[config.mk]
export PLATFORM = sky130hd
export DESIGN_NAME = block_data_memory
export DESIGN_NICKNAME = d
export VERILOG_FILES = /design/src/rtl/block_data_memory.sv
export SDC_FILE = /design/constraint.sdc
export NUM_CORES = 2
export LEC_CHECK = 0
export ABC_AREA = 1
export BUFFER_PORTS_ARGS = -buffer_cell sky130_fd_sc_hd__buf_2
export CORE_MARGIN = 1.5
export CORE_UTILIZATION = 45
export DETAILED_ROUTE_END_ITERATION = 12
export PLACE_DENSITY_LB_ADDON = 0.12
export SETUP_SLACK_MARGIN = 0.15
export SYNTH_ARGS = -nofsm -noshare
export SYNTH_HDL_FRONTEND = slang
export SYNTH_SLANG_ARGS = --single-unit
[constraint.sdc]
create_clock -name clock -period 4.55 [get_ports clock]
set_input_delay 0.2275 -clock clock [delete_from_list [all_inputs] [get_ports clock]]
set_output_delay 0.2275 -clock clock [all_outputs]
set_load 0.05 [all_outputs]
[src/rtl/block_data_memory.sv]
// Block-organised backing store for the data cache: whole-block fills and write-backs
// with a fixed LATENCY-cycle busywait handshake. Optional statistics: DMEM_STATS_EN.
module block_data_memory #(
  parameter int ADDR_W  = 6,
  parameter int DATA_W  = 32,
  parameter int LATENCY = 5
) (
  input  logic              clock,
  input  logic              reset,
  input  logic              read,
  input  logic              write,
  input  logic [ADDR_W-1:0] address,
  input  logic [DATA_W-1:0] writedata,
  output logic [DATA_W-1:0] readdata,
  output logic              busywait
`ifdef DMEM_STATS_EN
  ,
  output logic [15:0]       read_count,
  output logic [15:0]       write_count
`endif
);

  localparam int CNT_W = 4;
  localparam logic [CNT_W-1:0] CNT_LOAD = CNT_W'(LATENCY - 1);

  typedef enum logic [1:0] {IDLE, ACCESS, DONE} state_t;

  state_t              state_q, state_d;
  logic [CNT_W-1:0]    cnt_q, cnt_d;
  logic [ADDR_W-1:0]   addr_q, addr_d;
  logic [DATA_W-1:0]   wdata_q, wdata_d;
  logic                op_write_q, op_write_d;
  logic [DATA_W-1:0]   readdata_q;
  logic                req;
  logic                do_op;

  logic [DATA_W-1:0]   mem [0:(2**ADDR_W)-1];

  assign req   = read | write;
  assign do_op = (state_q == ACCESS) && (cnt_q == '0);

  // State and latched request registers
  always_ff @(posedge clock or negedge reset) begin
    if (!reset) begin
      state_q    <= IDLE;
      cnt_q      <= '0;
      addr_q     <= '0;
      wdata_q    <= '0;
      op_write_q <= 1'b0;
    end else begin
      state_q    <= state_d;
      cnt_q      <= cnt_d;
      addr_q     <= addr_d;
      wdata_q    <= wdata_d;
      op_write_q <= op_write_d;
    end
  end

  always_comb begin
    state_d    = state_q;
    cnt_d      = cnt_q;
    addr_d     = addr_q;
    wdata_d    = wdata_q;
    op_write_d = op_write_q;
    case (state_q)
      IDLE: begin
        if (req) begin
          state_d    = ACCESS;
          cnt_d      = CNT_LOAD;
          addr_d     = address;
          wdata_d    = writedata;
          op_write_d = write;
        end
      end
      ACCESS: begin
        if (cnt_q == '0) state_d = DONE;
        else             cnt_d   = cnt_q - 1'b1;
      end
      DONE:    state_d = IDLE;
      default: state_d = IDLE;
    endcase
  end

  // The stall is combinational in IDLE so the cache stalls in its request cycle
  always_comb begin
    busywait = 1'b0;
    if (reset) begin
      case (state_q)
        IDLE:    busywait = req;
        ACCESS:  busywait = 1'b1;
        default: busywait = 1'b0;
      endcase
    end
  end

  always_ff @(posedge clock) begin
    if (do_op && op_write_q) mem[addr_q] <= wdata_q;
  end

  always_ff @(posedge clock or negedge reset) begin
    if (!reset)                    readdata_q <= '0;
    else if (do_op && !op_write_q) readdata_q <= mem[addr_q];
  end

  assign readdata = readdata_q;

`ifdef DMEM_STATS_EN
  logic [15:0] read_count_q, write_count_q;

  always_ff @(posedge clock or negedge reset) begin
    if (!reset) begin
      read_count_q  <= '0;
      write_count_q <= '0;
    end else if (do_op) begin
      if (op_write_q && write_count_q != 16'hFFFF) write_count_q <= write_count_q + 16'd1;
      if (!op_write_q && read_count_q != 16'hFFFF) read_count_q  <= read_count_q + 16'd1;
    end
  end

  assign read_count  = read_count_q;
  assign write_count = write_count_q;
`endif

endmodule

==> flow_summary.json <==
{
  "setup_tns_ns": 0,
  "grt_antenna_before_repair": 15,
  "fillers": 17500,
  "rrSetupSlack_ns": 0.72,
  "synth-seq-area-share_pct": 70.6,
  "irDropWorstVdd_uv": 794,
  "cp.arrival_ns": 4.59,
  "most-common-layout-cells": "2403 x nand2_1, 2048 x edfxtp_1, 1666 x inv_1",
  "ys_ff_latch": 2125,
  "drc": 0,
  "total_power_mw": 63.4,
  "cts_resized": 0,
  "dieWidth_um": 450,
  "nets": 8663,
  "root_buffer": "clkbuf_16",
  "path_cells": "inv_16 -> buf_12 -> buf_4 -> nand2_1 -> nand3_1 -> nand2_1 -> o21ai_1 -> nand2_1 -> nor2_1 -> nand3_1 -> nand2_1 -> inv_1",
  "overflow": 0,
  "cts_setup_buffers": 0,
  "critPathCaptureType": "register",
  "drt_pass1_iterations": 7,
  "fin_area_um2": 102000,
  "outcome": "complete, no violations",
  "worst-path-buf-inv": 4,
  "r2r_end": "readdata[7]",
  "ys.flop_type": "edfxtp_1",
  "crit_path_top_delay_cell": "dfrtp_4",
  "synth_cell_type_count": 29,
  "synth_warnings": 0,
  "cp_max_fo": 148,
  "first_iter_violations": 6591,
  "vias_per_cell": 5.09,
  "die-area_um2": 202000,
  "synth_fp_nets": 8473,
  "syn_area_um2": 89900,
  "period_share_pct": 84.2,
  "cts_tree": "done",
  "grt_first_pass_wirelength_mm": 379,
  "clk_pin_slew_ns": 0.06,
  "rsz0062_at_grt": "no",
  "syn_inst": 8430,
  "design.portCount": 75,
  "max_stage_delay_ns": 0.64,
  "powerDensity_nw_per_um2": 622,
  "ff2ff_path_depth": 12,
  "layout_commonest_cell": "nand2_1",
  "worst_slew_pin_slew_ns": 1.26,
  "grtUsageTotal_pct": 25.7,
  "clockBufferDepth": 3,
  "cp_data_required_time_ns": 5.31,
  "finalSetupViolations": 0,
  "final_max_slew_viol_count": 0,
  "hold_viol_final": 0,
  "syn_area_per_cell_um2": 10.7,
  "grt_start_max_net_pins": 149,
  "via_count": 58300,
  "area_growth_pct": 13.4,
  "holdWs_ns": 0.202,
  "cts_buffers": 219,
  "slew_headroom_pct": 16.0,
  "cts_hold_buffers": 74,
  "start_kind": "register",
  "async_flop_share_pct": 3.62,
  "worstSkewPairLatency_ns": 0.87,
  "placedCellCount": 11000,
  "wl_mm": 261,
  "reg2reg_from": "addr_q[0]",
  "grt_pass1_vias": 55600,
  "endpoint": "readdata[7]",
  "synth-edff-count": 2048,
  "maxCapViolations": 0,
  "htreeDepth": 4,
  "core_um2": 198000,
  "dp_slack_ns": 0.850,
  "initial_utilization_pct": 45.4,
  "min_path_type": "in -> reg",
  "worst_slack_ns": 0.721,
  "fin_util_pct": 51.5,
  "max_freq_mhz": 261,
  "drive_gt1_share_pct": 9.06,
  "dieHeight_um": 450,
  "stdcell_count": 11400,
  "final.min_clock_period_ns": 3.83,
  "setup.worst_path.class": "reg -> reg",
  "crit_top_cell": "nand2_1",
  "path_depth": 12,
  "wl_per_cell_um": 22.8,
  "cp-startpoint": "addr_q[0]",
  "portBuffers": 74,
  "clkSinkCount": 2125,
  "postRouteAntennaNets": 0,
  "dp_hpwl_mm": 151,
  "skew_ns": 0.0357,
  "dpl_cell_area_um2": 94200,
  "num_rows": 163,
  "gp_congestion": 0.868,
  "path_delay_family": "buffers and inverters",
  "power_leakage_nw": 43.3
}
[worst min path at each step]
stage,startpoint,endpoint,slack [ns],cells after the start
after floorplan,reset,addr_q[0],-0.07,0
after global routing,write,op_write_q,0.21,4
after detailed placement,reset,wdata_q[8],0.22,1
final,write,op_write_q,0.20,4
after CTS,write,op_write_q,0.14,4
after global placement,reset,wdata_q[8],0.22,1
[where the power goes]
group,leakage (nW),internal [mW],switching [mW],total (mW)
clock,3.39,9.85,7.62,17.5
sequential,19.4,24.5,2.43,26.9
combinational,20.4,4.48,14.5,18.9
total,43.3,38.8,24.5,63.4
[worst reg2reg max path: cells and delay by family, from the launching register on]
kind,cells,cell delay (ns)
buffers and inverters,4,1.58
and+or+nand+nor,7,0.99
DFF,1,0.64
AOI/OAI and AO/OA,1,0.53
[cell type report]
cell class	instances	area [µm²]	area share, %
antenna	5	12.5	0.0123
clock inverter	129	1060	1.04
inverter	1676	6310	6.20
timing repair buffer	346	3020	2.97
multi-input combinational	4252	18800	18.5
tap	2640	3300	3.24
sequential	2125	63500	62.3
clock buffer	276	5850	5.74
[Yosys cell counts (all sizes together), types with 3 or more instances]
cell | n | area share, %
or2 | 108 | 0.75
o211ai | 184 | 1.5
buf | 286 | 1.7
clkbuf | 91 | 0.38
edfxtp | 2048 | 68
nand4 | 4 | 0.028
nand2 | 2405 | 10
nand3 | 771 | 4.3
nor2 | 495 | 2.1
o21ai | 268 | 1.5
nor3 | 10 | 0.089
dfrtp | 77 | 2.1
inv | 1675 | 7.0
a21oi | 3 | 0.017
[layer usage]
layer  track usage (%)  wire length (µm)
met3              5.59             22300
met1              37.0            115000
met5                 0                23
met2              38.9            115000
met4              8.64              8770
[logic make-up (layout without fill, tap and decap cells)]
kind of cell | count (synthesis) | in the layout | share of synthesized area, %
other | 0 | 5 | 0
buffers and inverters | 2053 | 2427 | 9.04
AND/OR/NAND/NOR | 3793 | 3793 | 17.3
AO/OA/AOI/OAI | 458 | 458 | 3.07
flip-flops | 2125 | 2125 | 70.6
adder cells (fa/ha/maj) | 1 | 1 | 0.0139
[registers in the layout, summed over array words and instances, names as in the netlist]
| register | cells |
|---|---|
| wdata_q | 32 |
| mem | 2048 |
| cnt_q | 4 |
| op_write_q | 1 |
| readdata | 32 |
| addr_q | 6 |
| state_q | 2 |
(Power assumes the default switching activity.)
